### src/rtl/control_sequencer.sv
// -----------------------------------------------------------------------------
// control_sequencer
//
// Hard-wired control unit for the datapath. It accepts one instruction per
// instr_valid/instr_ready handshake, latches it into an internal IR and steps
// through the T-states IDLE -> T0 [-> T1] -> DONE. Each micro-step drives the
// register load/drive enables and immediates for exactly one cycle. It reports
// completion (done), illegal opcodes (err) and a retired-instruction count.
//
// Ports:
//   clock               in   single clock, rising-edge active
//   clear               in   asynchronous active-low reset
//   instr[31:0]         in   instruction: opcode = [31:28], imm = [IMM_W-1:0]
//   instr_valid         in   upstream offers an instruction
//   instr_ready         out  sequencer is idle and can accept
//   RAin/RBin/RZin      out  register A/B/Z load enables
//   RAout/RBout/RZout   out  register A/B/Z bus drive enables
//   RegisterAImmediate  out  sign-extended immediate loaded into A
//   AddImmediate        out  sign-extended immediate adder operand
//   done                out  one-cycle completion pulse
//   err                 out  one-cycle pulse with done for an illegal opcode
//   retired[CNT_W-1:0]  out  count of completed legal instructions (wraps)
// -----------------------------------------------------------------------------
module control_sequencer #(
  parameter int DATA_W = 32,
  parameter int IMM_W  = 16,
  parameter int CNT_W  = 16
) (
  input  logic              clock,
  input  logic              clear,
  input  logic [31:0]       instr,
  input  logic              instr_valid,
  output logic              instr_ready,
  output logic              RAin,
  output logic              RBin,
  output logic              RZin,
  output logic              RAout,
  output logic              RBout,
  output logic              RZout,
  output logic [DATA_W-1:0] RegisterAImmediate,
  output logic [DATA_W-1:0] AddImmediate,
  output logic              done,
  output logic              err,
  output logic [CNT_W-1:0]  retired
);

  localparam logic [3:0] OP_NOP   = 4'h0;
  localparam logic [3:0] OP_LDIA  = 4'h1;
  localparam logic [3:0] OP_ADDIZ = 4'h2;
  localparam logic [3:0] OP_MVBZ  = 4'h3;
  localparam logic [3:0] OP_ADDIB = 4'h4;

  typedef enum logic [1:0] {
    S_IDLE,
    S_T0,
    S_T1,
    S_DONE
  } state_t;

  state_t                 r_state;
  state_t                 w_state_next;
  logic [IMM_W+3:0]       r_ir;          // {opcode, imm}; other instr bits are not kept
  logic                   r_live;        // low until the first edge after clear releases
  logic [CNT_W-1:0]       r_retired;

  logic                   w_accept;
  logic                   w_in_illegal;
  logic [3:0]             w_op;
  logic                   w_illegal;
  logic signed [IMM_W-1:0] w_imm;
  logic [DATA_W-1:0]      w_sext;
  logic                   w_unused_instr;

  // Only opcode and imm are architecturally meaningful.
  assign w_unused_instr = ^instr;

  assign instr_ready  = r_live && (r_state == S_IDLE);
  assign w_accept     = instr_valid && instr_ready;
  assign w_in_illegal = (instr[31:28] > OP_ADDIB);

  assign w_op      = r_ir[IMM_W+3:IMM_W];
  assign w_illegal = (w_op > OP_ADDIB);
  assign w_imm     = r_ir[IMM_W-1:0];
  // Size cast of a signed operand sign-extends.
  assign w_sext    = DATA_W'(w_imm);

  assign retired   = r_retired;

  always_ff @(posedge clock or negedge clear) begin
    if (!clear) begin
      r_state   <= S_IDLE;
      r_ir      <= '0;
      r_live    <= 1'b0;
      r_retired <= '0;
    end else begin
      r_live  <= 1'b1;
      r_state <= w_state_next;
      if (w_accept) begin
        r_ir <= {instr[31:28], instr[IMM_W-1:0]};
      end
      if ((r_state == S_DONE) && !w_illegal) begin
        r_retired <= r_retired + CNT_W'(1);
      end
    end
  end

  // Next state and control decode. Outputs depend only on r_state and r_ir,
  // so the async reset forcing r_state to IDLE drops every control at once.
  always_comb begin
    w_state_next       = r_state;
    RAin               = 1'b0;
    RBin               = 1'b0;
    RZin               = 1'b0;
    RAout              = 1'b0;
    RBout              = 1'b0;
    RZout              = 1'b0;
    RegisterAImmediate = '0;
    AddImmediate       = '0;
    done               = 1'b0;
    err                = 1'b0;

    case (r_state)
      S_IDLE: begin
        if (w_accept) begin
          // Illegal opcodes skip the T-steps entirely.
          w_state_next = w_in_illegal ? S_DONE : S_T0;
        end
      end
      S_T0: begin
        w_state_next = (w_op == OP_ADDIB) ? S_T1 : S_DONE;
        case (w_op)
          OP_LDIA: begin
            RAin               = 1'b1;
            RegisterAImmediate = w_sext;
          end
          OP_ADDIZ, OP_ADDIB: begin
            RAout        = 1'b1;
            RZin         = 1'b1;
            AddImmediate = w_sext;
          end
          OP_MVBZ: begin
            RZout = 1'b1;
            RBin  = 1'b1;
          end
          default: ;  // OP_NOP: a bare T-step
        endcase
      end
      S_T1: begin
        // Only ADDIB reaches T1: second half moves Z into B.
        w_state_next = S_DONE;
        RZout        = 1'b1;
        RBin         = 1'b1;
      end
      S_DONE: begin
        w_state_next = S_IDLE;
        done         = 1'b1;
        err          = w_illegal;
      end
      default: w_state_next = S_IDLE;
    endcase
  end

endmodule

### config.mk
export PLATFORM = sky130hd
export DESIGN_NAME = control_sequencer
export DESIGN_NICKNAME = d
export VERILOG_FILES = /design/src/rtl/control_sequencer.sv
export SDC_FILE = /design/constraint.sdc
export NUM_CORES = 1
export LEC_CHECK = 0
export BUFFER_PORTS_ARGS = -buffer_cell sky130_fd_sc_hd__buf_4
export CORE_ASPECT_RATIO = 0.75
export CORE_MARGIN = 2
export CORE_UTILIZATION = 30
export CTS_CLUSTER_SIZE = 40
export DETAILED_ROUTE_END_ITERATION = 8
export GPL_TIMING_DRIVEN = 0
export SLEW_MARGIN = 5
export SYNTH_ARGS = -nofsm -noshare
export SYNTH_HDL_FRONTEND = slang
export SYNTH_SLANG_ARGS = --single-unit
### constraint.sdc
create_clock -name clock -period 2.1 [get_ports clock]
set_input_delay 0.42 -clock clock [delete_from_list [all_inputs] [get_ports clock]]
set_output_delay 0.42 -clock clock [all_outputs]
set_load 0.02 [all_outputs]
== Word-level counts from Yosys, hierarchy flattened ==
Cells that the tools add are included.

* Bits in registers: 39
* Output and inout bits: 89
* Word-level logic and storage cells: 37
* Bits of input ports: 35

* $add $sub $neg: 1
* Eq/ne operators: 8
* $lt $le $gt $ge: 2
* Reduce and logical (&&, ||, !) cells: 6
* Mux-type cells: 16

{| class="wikitable"
|+ Operator list
! cell !! number
|-
| $mux 32 || 4
|-
| $add 16x1->16 const B || 1
|-
| $eq 4x2->1 const B || 2
|-
| $gt 4x3->1 const B || 2
|-
| $mux 1 || 8
|-
| $pmux 2 s4 || 1
|-
| $eq 2x2->1 const B || 2
|-
| $eq 4x1->1 const B || 1
|-
| $eq 4x3->1 const B || 1
|-
| $mux 2 || 2
|-
| $logic_and 1x1->1 || 3
|-
| $eq 2x1->1 const B || 1
|-
| $logic_not 2->1 || 1
|-
| $ne 2x2->1 const B || 1
|-
| $pmux 1 s2 || 1
|-
| $reduce_or 2->1 || 1
|-
| $logic_not 1->1 || 1
|}

== Logic depth before layout (Yosys ltp) ==
Gate-level depths: netlist of run 1.

* Depth after elaboration: 5
* Mapped depth: 7
* Mapped depth without buffers: 6

== Least setup slack after synthesis of run 1 ==
Ideal clock, no wire load.

* Kind: register to output
* Start: reg r_state[1]
* End: out RegisterAImmediate[16]
* Slack: -0.203 ns
* Arrival time: 1.883 ns
* Buffers on the path: 1
* Stages on the path, launching flop included: 8
* Cell sequence: dfrtp_1 -> inv_1 -> ha_1 -> nand2b_4 -> nor3b_2 -> and2b_2 -> and2_1 -> buf_4

* Word-level cells in the longest chain between the ends: 2

{| class="wikitable"
|+ Ends and longest elaborated chain
! item !! RTL line !! text
|-
| start: declaration || 60 || <nowiki>state_t r_state;</nowiki>
|-
| start signal: assignment || 97 || <nowiki>r_state <= w_state_next;</nowiki>
|-
| $eq 2x1->1 || 122 || <nowiki>case (r_state)</nowiki>
|-
| $mux 32 || 122 ||
|-
| end: declaration || 40 || <nowiki>output logic [DATA_W-1:0] RegisterAImmediate,</nowiki>
|}

No other way between the ends.

== Worst setup path after layout of run 1 ==
* Start: reg r_state[1]
* End: out RegisterAImmediate[10]

Same word-level chain as after synthesis.

==> results of run 1 <==
-- sequential cells by signal (all words and copies together), names as in the netlist --
signal	count
r_ir	20
retired	16
r_state	2
r_live	1
-- repair_timing --
item | 4_1_cts | 5_1_grt
buffers inserted | 9 | 4
gates cloned | 5 | 1
endpoints found under the setup margin | 69 | 68
pin swaps | 5 | 7
hold endpoints to repair | 0 | 0
resized for setup | 33 | 69
-- cells by family after synthesis --
kind of cell,count (synthesis),synth area share [%]
XOR/XNOR,16,6.14
AO/OA/AOI/OAI,9,2.52
buffers and inverters,44,13.8
AND/OR/NAND/NOR,73,20.8
other,2,0.329
flip-flops,39,42.8
multiplexers,21,10.4
adder cells (fa/ha/maj),6,3.29
-- final cells by class --
| cell class | count | area (um2) | share of cell area (%) |
|---|---|---|---|
| inverter | 5 | 18.8 | 0.490 |
| buffer | 39 | 355 | 9.28 |
| multi-input combinational | 131 | 1100 | 28.7 |
| timing repair buffer | 125 | 1140 | 29.7 |
| clock inverter | 3 | 43.8 | 1.14 |
| clock buffer | 5 | 68.8 | 1.80 |
| sequential | 39 | 980 | 25.6 |
| tap | 101 | 126 | 3.30 |
-- stage by stage --
stage | TNS, ns | power [mW] | hold WS (ns) | cells
2_1_floorplan | 0 | 2.34 | 0.124 | 210
3_3_place_gp | -4.53 | 2.91 | 0.434 | 421
3_5_place_dp | -5.27 | 2.94 | 0.436 | 421
4_1_cts | -5.47 | 3.80 | 0.114 | 443
5_1_grt | -14.16 | 4.25 | 0.116 | 448
6_report | -8.00 | 4.00 | 0.0976 | 448
-- power groups by stage --
stage / registers (mW) / logic [mW] / clock network (mW)
after global routing: 1.32 / 2.23 / 0.692
final: 1.28 / 2.09 / 0.627
after detailed placement: 1.28 / 1.66 / 0
after global placement: 1.27 / 1.64 / 0
after floorplan: 1.27 / 1.07 / 0
after CTS: 1.26 / 1.88 / 0.656
-- cells in the mapped netlist, types with 2 or more instances --
cell type / n / area share [%]
sky130_fd_sc_hd__nor2b_1: 2 / 0.55
sky130_fd_sc_hd__nor2_1: 10 / 1.6
sky130_fd_sc_hd__xnor2_1: 6 / 2.3
sky130_fd_sc_hd__nand2_1: 4 / 0.66
sky130_fd_sc_hd__inv_1: 5 / 0.82
sky130_fd_sc_hd__o21ai_0: 3 / 0.66
sky130_fd_sc_hd__a21oi_1: 2 / 0.44
sky130_fd_sc_hd__nand3_1: 6 / 1.3
sky130_fd_sc_hd__nand3b_1: 2 / 0.66
sky130_fd_sc_hd__conb_1: 2 / 0.33
sky130_fd_sc_hd__buf_4: 35 / 12
sky130_fd_sc_hd__xor2_1: 10 / 3.8
sky130_fd_sc_hd__and4_1: 2 / 0.77
sky130_fd_sc_hd__ha_1: 6 / 3.3
sky130_fd_sc_hd__dfrtp_1: 39 / 43
sky130_fd_sc_hd__mux2_2: 21 / 10
sky130_fd_sc_hd__nand4_1: 3 / 0.82
sky130_fd_sc_hd__and2_1: 33 / 9.1
sky130_fd_sc_hd__buf_6: 2 / 0.99
sky130_fd_sc_hd__buf_2: 2 / 0.44
-- worst paths after layout --
kind	slack, ns	cells after the start	to	start
setup / recovery	-0.19	8	RegisterAImmediate[10]	r_state[1]
hold / removal	0.1	1	retired[12]	clear
min in group clock	0.35	2	r_ir[2]	instr[2]
max in group asynchronous	1.62	1	r_state[0]	clear
setup reg to reg	0.31	7	retired[12]	r_state[1]
hold reg to reg	0.48	1	retired[15]	retired[15]
-- layer usage --
layer  wire [um]  up-vias  track usage (%)
met1        2520      922             16.8
met5           0        -                0
met3         409        5             4.41
met2        2920       70             24.4
met4          46        0             3.87
li1            -      937                -
==> impl.org, run 1 <==
** Worst setup path
- Critical Path Slowest Stage Cell :: sky130_fd_sc_hd__dfrtp_1
- Worst Path Required :: between 1.5 and 2 ns
- CP peak stage delay :: 0.40 ns
- Cell-by-cell listing of the critical path :: inv_2, ha_4, nand2b_4, nor3b_2, and2b_2, buf_2, and2_1, buf_6
- The worst setup path is captured at an output port.
- Signal arrival time at the worst endpoint :: around 1.9 ns
- WP buf/inv :: 3
- Type of the worst setup path :: reg2out
- Type of element launching the critical path :: flip-flop
- The cell family contributing the most delay on the critical path is simple AND/OR/NAND/NOR gates.
- CP Max Fanout :: 7

** Synth
- After synthesis, the mean cell area works out to ~11 um2.
- The netlist uses 35 different library cells.
- Number of standard cells after synthesis :: 210
- Async SR Flop Fraction :: 100%
- Among all flip-flop cells after synthesis, the most frequent one is sky130_fd_sc_hd__dfrtp_1.
- Cell area after synthesis :: around 0.0023 mm2
- Register bit count reported by yosys :: 39
- Yosys warnings :: 0
- Sequential fraction of the synthesis area :: between 40% and 50%
- In this run, synthesis inferred 0 flip-flops with an integrated enable.
- Synthesized net count :: 251

** Clock network
- The clock tree synthesis step divided the H-tree into 2 levels.
- Number of buffers inserted for hold repair after clock tree synthesis :: 0
- Clock buffer depth :: 2
- Clock insertion delay at the later pin of the skew report :: between 0.2 and 0.3 ns
- After clock tree synthesis, the clock-pin slew on the worst setup and hold paths is approximately 0.080 ns.
- CTS tree :: yes
- Buffers inserted during clock tree synthesis total 5.
- Number of sinks handled by clock tree synthesis :: 39
- The tree is rooted in a sky130_fd_sc_hd__clkbuf_8.

** Pwr
- In this run the power density over the cells is about 1000 mW/mm2.
- In this run switching power makes up 36.9% of total power.
- Portion of total power attributed to combinational logic :: around 52%
- IR Drop Worst-Case VDD :: around 0.00045 V
- Net switching component of the power :: around 1.5 mW
- Sequential power share :: 32.0%
- Internal Pwr Total :: between 2 and 3 mW
- In this run, the clock network consumes between 10% and 20% of the power.
- Cell leakage power :: 1.96 nW

** Global routing
- The number of global-route vias before repair came to between 1500 and 2000.
- Overflow left after global routing :: 0
- Maximum number of pins on one net before global-route repair :: 40
- Global routing consumed, over all layers together, between 10% and 20% of the routing resources.
- The first global-routing pass estimated about 9300 um of wire.
- Number of antenna violations at the first check in global routing :: 0

** Layout
- Number of antenna diodes :: 0
- The net count of the finished layout is between 300 and 400.
- The finished cells cover ~0.0038 mm2.
- Most common cell after layout, fill and taps aside :: sky130_fd_sc_hd__buf_4
- Most used cells in the layout excluding fill and tap cells :: sky130_fd_sc_hd__buf_4 (89), sky130_fd_sc_hd__buf_6 (72), sky130_fd_sc_hd__dfrtp_1 (36)
- Final-layout fill cell count :: between 600 and 700
- Compared with the post-synthesis result, the final layout area differs by 67.9%.
- Final design utilization :: about half
- The post-route netlist has about two thirds of its cells at a drive strength greater than 1.

** Timing
- Crit share post-route :: 109%
- At the pin with the least slew margin, the transition time is ~0.51 ns.
- Final number of max-transition violations :: 0
- Setup violations remaining at the end of the flow were counted as between 60 and 70.
- The routed design could run at a clock period as short as 2.29 ns.
- Once routing completed, OpenROAD measured the worst setup slack at -0.187 ns.
- The final count of hold timing violations was 0.
- In this run the tightest slew margin relative to its limit is approximately two thirds.
- Setup repair after global routing missed its margin :: yes
- For this run, the top clock speed supported by timing is 437 MHz.
- Largest clock skew in the final design :: about 0.011 ns

** Placement
- Once placement finished, the instance area stood at between 0.003 and 0.004 mm2.
- Global placer's final weighted congestion :: 0.744
- Number of I/O port buffers :: 110
- At the placement stage, the worst setup path has a slack of -0.163 ns.
- HPWL Detailed :: around 3900 um

** Run
- Max-cap violations in this run came to 0.

** Route
- DRC errors left :: 0
- WL per Instance :: 13.2 um
- Number of antenna-violating nets in the routed design :: 0
- The detailed router finished its first iteration with 45 violations.
- The pre-antenna-repair detailed-routing pass consisted of 4 iterations.
- Detailed-route via count :: 1934
- Routed via count divided by cell count :: between 4 and 5
- WL final :: between 5000 and 6000 um

** Die
- The floorplan step set the die height to 79.5 um.
- The floorplan has 27 rows.
- The core region is between 0.007 and 0.008 mm2.
- Die outline area :: 0.00832 mm2
- Initial Util :: 31.0%
- Chip Width :: 105 um
- IO Pins :: ~120

** Outcome
- The checks that failed: setup timing.
- Run status :: finished with violations

** Hold path
- The min-delay analysis places its worst path in the category in2async.
(Power assumes the default switching activity.)
==> inputs of run 2 (changes only) <==
--- a/config.mk
+++ b/config.mk
@@ -6,12 +6,11 @@
 export NUM_CORES = 1
 export LEC_CHECK = 0
 export BUFFER_PORTS_ARGS = -buffer_cell sky130_fd_sc_hd__buf_4
-export CORE_ASPECT_RATIO = 0.75
 export CORE_MARGIN = 2
 export CORE_UTILIZATION = 30
 export CTS_CLUSTER_SIZE = 40
 export DETAILED_ROUTE_END_ITERATION = 8
-export GPL_TIMING_DRIVEN = 0
+export GPL_ROUTABILITY_DRIVEN = 1
 export SLEW_MARGIN = 5
 export SYNTH_ARGS = -nofsm -noshare
 export SYNTH_HDL_FRONTEND = slang
==> run 2 against run 1 <==
  * Core utilization shrank 4.6 points
  * Critical path type unchanged
  * Critical path depth down 2
  * Fmax is 1.5% higher
  * The run still ends with setup timing left
  * Sequential share of layout area up 2.6 points
  * First-iteration DRC count increased by 11%
  * Worst hold slack better by 0.00086 ns
==> impl.org, run 2 (synthesized netlist as in run 1, its figures left out) <==
** Outcome
- Run status :: finished with violations
- Violations in the final reports :: setup timing

** Global routing
- GRT Overall Usage :: between 10% and 20%
- Number of antenna violations at the first check in global routing :: 0
- Overflow left after global routing :: 0
- Maximum number of pins on one net before global-route repair :: 40
- The number of global-route vias before repair was between 1500 and 2000.
- Wire length of the first global-routing pass :: 8580 um

** Layout
- Final Instance Count excl. Fillers :: around 410
- Largest register by flop count :: r_ir
- Area Overhead vs Synth :: 51.6%
- The net count of the finished layout is ~350.
- Area taken by flip-flops and latches :: slightly below 0.001 mm2
- Fill cells in the final layout number a little under 700.
- Most used cells in the layout excluding fill and tap cells :: sky130_fd_sc_hd__buf_4 (71), sky130_fd_sc_hd__buf_6 (55), sky130_fd_sc_hd__dfrtp_1 (39)
- Multi-input gate area :: around 0.0011 mm2
- The register with the most flip-flops in the layout has 20 of them.
- Fraction of layout cells with a size suffix above 1 :: 60.7%
- The repair_antennas step left the layout with diodes totalling 0.
- The library cell used most frequently in the layout, excluding fill and tap cells, is sky130_fd_sc_hd__buf_4.

** Pwr
- Areal power density over the cells :: 1070 mW/mm2
- Summed over all nets, the switching power comes to between 1 and 1.5 mW.
- IR Drop Worst-Case VDD :: approximately 0.00051 V
- Of the total power, the clock network draws 14.8%.
- After layout, the design draws a total of 3.70 mW.
- In this run the static leakage power is 1.74 nW.
- Portion of total power attributed to combinational logic :: 50.5%
- Switch share :: 37.9%
- Cell internal power was estimated by the tool at ~2.3 mW.
- Of the total power, registers draw around a third.

** Worst setup path
- Type of the worst setup path :: reg2out
- STA puts the critical path data required time at roughly 1.7 ns.
- STA puts the critical path data arrival time at 1.83 ns.
- Type of element launching the critical path :: flip-flop
- CP Max Fanout :: 8
- Nature of the critical path endpoint :: output port

** Timing
- Total negative slack :: -7.41 ns
- Final-report setup violation count :: between 60 and 70
- Slew HR :: between 60% and 70%
- Across the routed clock network, the largest skew measured is between 0.002 and 0.0025 ns.
- Setup repair after global routing missed its margin :: yes
- Final critical path time including I/O delays and setup :: ~2.3 ns
- Number of hold violations in the final report :: 0
- F_max :: approximately 440 MHz
- For the pin with the worst max-slew slack, the measured transition is a little over 0.5 ns.
- Across all setup checks in the final design, the least slack found is -0.152 ns.
- The final number of max-transition violations came to 0.
- Crit share post-route :: 107%

** Placement
- Detailed placement ended at an HPWL of roughly 3800 um.
- Placed instance count :: between 300 and 400
- Number of I/O port buffers :: 110
- At the placement stage, the worst setup path has a slack of 0.0355 ns.
- Global placer's final weighted congestion :: 0.709

** Die
- Initial Util :: roughly 31%
- Measured along the x axis, the die boundary spans 91.2 um.
- The total area inside the core boundary comes to between 0.007 and 0.008 mm2.
- Y dimension of the die :: around 91 um
- Die outline area :: 0.00832 mm2
- Pin placement for this block handled between 100 and 150 I/O pins.
- Floorplan row count :: 31

** Run
- The tool flagged a number of max-cap violations equal to 0.

** Route
- After detailed routing, the number of vias per cell comes to between 4 and 5.
- DRC errors left :: 0
- For this block, the via count after detailed routing is about 1800.
- In the final routed layout, each cell accounts on average for approximately 13 um.
- The count of nets left with antenna violations once routing finished came out at 0.
- Summed over all layers, the routed wires come to 5480 um.
- Drt initial violations :: 50
- Detailed-routing iteration count for the pre-antenna-repair pass :: 4

** Clock network
- Clock buffers created by TritonCTS :: 5
- The number of hold buffers added after CTS was 0.
- At the later pin of the worst-skew pair, clock insertion delay measures ~0.28 ns.
- TritonCTS built the clock tree.
- The H-tree was split into 2 levels.
- Clock tree root buffer cell :: sky130_fd_sc_hd__clkbuf_8
- Clock buffer depth :: 2
- Counting every sink on the clock net gives 39.
- Clock slew at reported path FFs :: ~0.070 ns

** Hold path
- Path class of the lowest-slack min-delay path :: in2async
run 2: critical path, stage by stage (launching register included):
cell and delay (ns):
sky130_fd_sc_hd__dfrtp_1 0.43, sky130_fd_sc_hd__ha_4 0.17, sky130_fd_sc_hd__nand2b_4 0.06, sky130_fd_sc_hd__nor3b_4 0.20, sky130_fd_sc_hd__and2b_2 0.27, sky130_fd_sc_hd__and2_4 0.26
sky130_fd_sc_hd__buf_6 0.14
run 2: what timing repair did:
action,CTS,global route
resized for setup,65,16
pin swaps,14,4
cloned,3,0
buffers inserted,4,2
endpoints found under the setup margin,69,69
run 2: final timing paths:
check	slack (ns)	from	to	cells after the start
setup reg to reg	0.35	r_state[1]	retired[12]	7
hold reg to reg	0.47	retired[15]	retired[15]	1
hold / removal	0.1	clear	r_ir[13]	1
min in group clock	0.37	instr[13]	r_ir[13]	2
max in group asynchronous	1.64	clear	r_ir[10]	1
setup / recovery	-0.15	r_state[0]	RegisterAImmediate[26]	6
run 2: cell type report:
class / count / share of cell area (%)
Timing Repair Buffer: 126 / 33.3
Inverter: 5 / 0.543
Tap cell: 99 / 3.58
Multi-Input combinational cell: 130 / 31.4
Sequential cell: 39 / 28.2
Clock buffer: 8 / 2.89
run 2: routing by layer:
layer | vias up | GRT usage [%] | routed length [um]
met1 | 866 | 14.2 | 2140
met5 | - | 0 | 0
met3 | 5 | 3.07 | 364
met4 | 0 | 3.03 | 46
met2 | 73 | 24.6 | 2940
li1 | 851 | - | -
run 2: per-stage QoR:
stage | hold WS, ns | utilization (%) | instance area [um2]
after floorplan | 0.124 | - | 2280
after global placement | 0.434 | 41.4 | 3020
after detailed placement | 0.436 | 41.4 | 3020
after CTS | 0.118 | 46.4 | 3390
after global routing | 0.139 | 47.4 | 3460
final | 0.0985 | 47.4 | 3460
run 2: power by group through the flow:
stage | Combinational (mW) | Sequential (mW) | Clock (mW)
finish | 1.87 | 1.28 | 0.547
global route | 2.02 | 1.34 | 0.602
CTS | 1.83 | 1.28 | 0.582
detailed placement | 1.65 | 1.26 | 0
global placement | 1.63 | 1.25 | 0
floorplan | 1.07 | 1.27 | 0
==> inputs of run 3 (changes only) <==
--- a/config.mk
+++ b/config.mk
@@ -6,12 +6,16 @@
 export NUM_CORES = 1
 export LEC_CHECK = 0
 export BUFFER_PORTS_ARGS = -buffer_cell sky130_fd_sc_hd__buf_4
+export CELL_PAD_IN_SITES_DETAIL_PLACEMENT = 2
+export CELL_PAD_IN_SITES_GLOBAL_PLACEMENT = 2
 export CORE_MARGIN = 2
-export CORE_UTILIZATION = 30
+export CORE_UTILIZATION = 23
 export CTS_CLUSTER_SIZE = 40
 export DETAILED_ROUTE_END_ITERATION = 8
 export GPL_ROUTABILITY_DRIVEN = 1
-export SLEW_MARGIN = 5
+export PLACE_DENSITY_LB_ADDON = 0.1
+export SETUP_SLACK_MARGIN = 0.4
+export SLEW_MARGIN = 25
 export SYNTH_ARGS = -nofsm -noshare
 export SYNTH_HDL_FRONTEND = slang
 export SYNTH_SLANG_ARGS = --single-unit
==> run 3 against run 2 <==
  * The flow still finishes with violations (setup timing)
  * Combinational power grew 17%
  * Setup slack lost 0.0027 ns
  * Via count rose by 4.0%
  * Final cell count increased by 10%
  * Clock power increased by 3%
  * Die area increased by 29%
  * Critical endpoint is now RegisterAImmediate[7]
  * Global-route usage grew 0.088 points
==> impl.org, run 3 (synthesized netlist as in run 1, its figures left out) <==
** Layout
- Leaving out fill and tap cells, the most frequent cells in the layout are sky130_fd_sc_hd__buf_6 (67), sky130_fd_sc_hd__buf_4 (62), sky130_fd_sc_hd__dfrtp_1 (37).
- Number of nets at the end of the flow :: around 360
- Largest register by flop count :: r_ir
- Area Overhead vs Synth :: 63.4%
- Final design utilization :: 38.5%
- Fraction of layout cells with a size suffix above 1 :: 68.3%
- Most common cell after layout, fill and taps aside :: sky130_fd_sc_hd__buf_6
- The register with the most flip-flops in the layout has 20 of them.
- Final-layout fill cell count :: a little over 1000
- After the flow finishes, the layout carries non-filler instances totaling approximately 450.
- The number of antenna diodes in the final layout is 0.

** Timing
- The final number of max-transition violations is 0.
- Setup violations remaining at the end of the flow were counted as 67.
- The worst path uses 107% of the clock period.
- Slew at the pin closest to its max-slew limit :: between 0.5 and 0.6 ns
- Setup repair after global routing missed its margin :: yes
- Headroom to the max-slew limit came out at between 60% and 70%.
- F_max :: 443 MHz
- Largest clock skew in the final design :: roughly 0.0094 ns
- Once routing completed, OpenROAD measured the worst setup slack at -0.155 ns.
- Total negative slack :: -6.69 ns
- Number of hold violations in the final report :: 0
- Final critical path time including I/O delays and setup :: ~2.3 ns

** Worst setup path
- On the critical path, the stage with the largest delay is an instance of sky130_fd_sc_hd__dfrtp_1.
- Type of the worst setup path :: reg2out
- STA classifies the critical path startpoint as a flip-flop.
- Logic depth of the worst register-to-register path :: 6
- Data on the critical path is required at its endpoint by around 1.7 ns.
- CP peak stage delay :: around 0.40 ns
- Of all nets on the critical path, the largest fanout is 6.
- Signal arrival time at the worst endpoint :: 1.83 ns
- Cell-by-cell listing of the critical path :: inv_2, ha_4, nand2b_4, nor3b_4, and2b_4, clkbuf_16, and2_4, buf_6
- Nature of the critical path endpoint :: output port

** Outcome
- The run finished, with violations left.
- The final reports fail on setup timing.

** Clock network
- The tree is rooted in a sky130_fd_sc_hd__clkbuf_8.
- Clock buffers created by TritonCTS :: 5
- The clock reaches the later pin of the worst-skew pair after between 0.2 and 0.3 ns.
- TritonCTS built the clock tree.
- Clock buffer depth :: 2
- For this design, the sink count on the clock tree is 39.
- Hold repair after CTS inserted 0 buffers.
- Clock slew at reported path FFs :: roughly 0.08 ns
- The H-tree was split into 2 levels.

** Placement
- Placed instance count :: between 400 and 500
- HPWL Detailed :: around 4800 um
- At the end of routability-driven placement, the weighted congestion stood at 0.715.
- Number of I/O port buffers :: 110
- Prior to clock tree synthesis, the placed netlist has a worst setup slack of around 0.14 ns.

** Pwr
- The worst-case IR drop observed on VDD is ~0.00044 V.
- Cell leakage power :: 1.82 nW
- Sequential cells burn between 30% and 40% of the power.
- Net switching is between 30% and 40% of the power.
- Combinational logic is responsible for roughly 54% of the overall power.
- Dividing total power by cell area gives a power density of between 1000 and 1500 mW/mm2.
- Clock network fraction of total power :: 13.8%
- Design Power :: ~4.1 mW
- Internal power comes to ~2.5 mW.
- Summed over all nets, the switching power comes to 1.55 mW.

** Global routing
- Met2 global-route usage :: 21.1%
- Number of global-route vias before repair :: roughly 2000
- For this run, the total global-route usage over all layers was measured as between 10% and 20%.
- For this run the aggregate overflow at the end of global routing stands at 0.
- The layer flagged by global routing as most heavily used is met2.
- Entering global routing, the biggest net connects 40 pins.
- GR met3 Demand/Resource :: 3.21%
- Wire length of the first global-routing pass :: roughly 11000 um
- For met1 alone, demand over resource in global routing was 17.5%.
- Number of antenna violations at the first check in global routing :: 0

** Die
- The die is between 100 and 150 um wide.
- The die covers 0.0107 mm2.
- In this run the standard cell core region covers between 0.009 and 0.01 mm2.
- The floorplan has 36 rows.
- IO Pins :: approximately 120
- For this configuration, the core starts out at a cell density of between 20% and 30%.
- Y dimension of the die :: around 100 um

** Route
- Dividing the detail-routed via count by the number of cells gives approximately 4.2.
- Detailed-routing iteration count for the pre-antenna-repair pass :: 4
- WL final :: 7160 um
- After detailed routing, the average wire length per cell comes to 16.0 um.
- For this run, design rule violations remaining after detail routing come to 0.
- Detailed-route via count :: ~1900
- The first routing iteration left 25 violations.
- Once detail routing completed, the nets flagged for antenna violations numbered 0.

** Run
- Number of max-capacitance violations reported :: 0

** Hold path
- The min-delay analysis places its worst path in the category in2async.
[run 3: changes by cell type in the layout (fill, tap and decap cells not counted), moves of 2 or more]
cell                        delta
sky130_fd_sc_hd__clkbuf_16     +2
sky130_fd_sc_hd__and2_1       -15
sky130_fd_sc_hd__and2b_2       -2
sky130_fd_sc_hd__buf_12        +2
sky130_fd_sc_hd__and2_4       +16
sky130_fd_sc_hd__dfrtp_1       -2
sky130_fd_sc_hd__buf_4         -9
sky130_fd_sc_hd__buf_6        +12
sky130_fd_sc_hd__dfrtp_2       +2
[run 3: routing by layer]
layer / routed length (um) / part of all wire (%)
met5: 0 / 0
met2: 3250 / 45
met1: 3380 / 47
met3: 476 / 6.6
met4: 48 / 0.67
[run 3: metrics by stage]
stage	hold slack (ns)	cell area, um2
floorplan	0.124	2470
global placement	0.458	3120
detailed placement	0.452	3120
CTS	0.127	3550
global route	0.138	3730
finish	0.0990	3730
[run 3: worst paths after layout]
path / slack (ns) / start / to
worst max-delay path: -0.15 / r_state[1] / RegisterAImmediate[7]
worst min-delay path: 0.1 / clear / r_live
worst max register to register: 0.38 / r_state[1] / retired[8]
worst min register to register: 0.48 / retired[15] / retired[15]
max in group asynchronous: 1.59 / clear / r_ir[18]
min in group clock: 0.36 / instr[2] / r_ir[2]
[run 3: power groups by stage]
stage | Combinational [mW] | Clock (mW) | Sequential (mW)
finish | 2.18 | 0.561 | 1.31
global route | 2.35 | 0.630 | 1.36
CTS | 2.02 | 0.600 | 1.31
detailed placement | 1.72 | 0 | 1.30
global placement | 1.69 | 0 | 1.28
floorplan | 1.17 | 0 | 1.29
[run 3: final cells by class]
cell class                 count  area (um2)  area share (%)
timing repair buffer         133        1310            35.1
multi-input combinational    130        1150            31.0
sequential                    39         978            26.3
tap                          133         166            4.46
clock buffer                   8         100            2.69
inverter                       5        18.8           0.504
[run 3: worst max-delay path, delay by kind of cell (launching register included)]
family / cells / cell delay (ns)
flops: 1 / 0.40
buf+inv: 3 / 0.36
simple gates: 4 / 0.63
fa+ha+maj: 1 / 0.14
[run 3: timing repair]
item | CTS | global route
cloned | 3 | 2
endpoints found under the hold margin | 0 | 0
pin swaps | 11 | 2
setup endpoints to repair | 78 | 82
buffers inserted | 9 | 4
gates resized for setup | 74 | 29
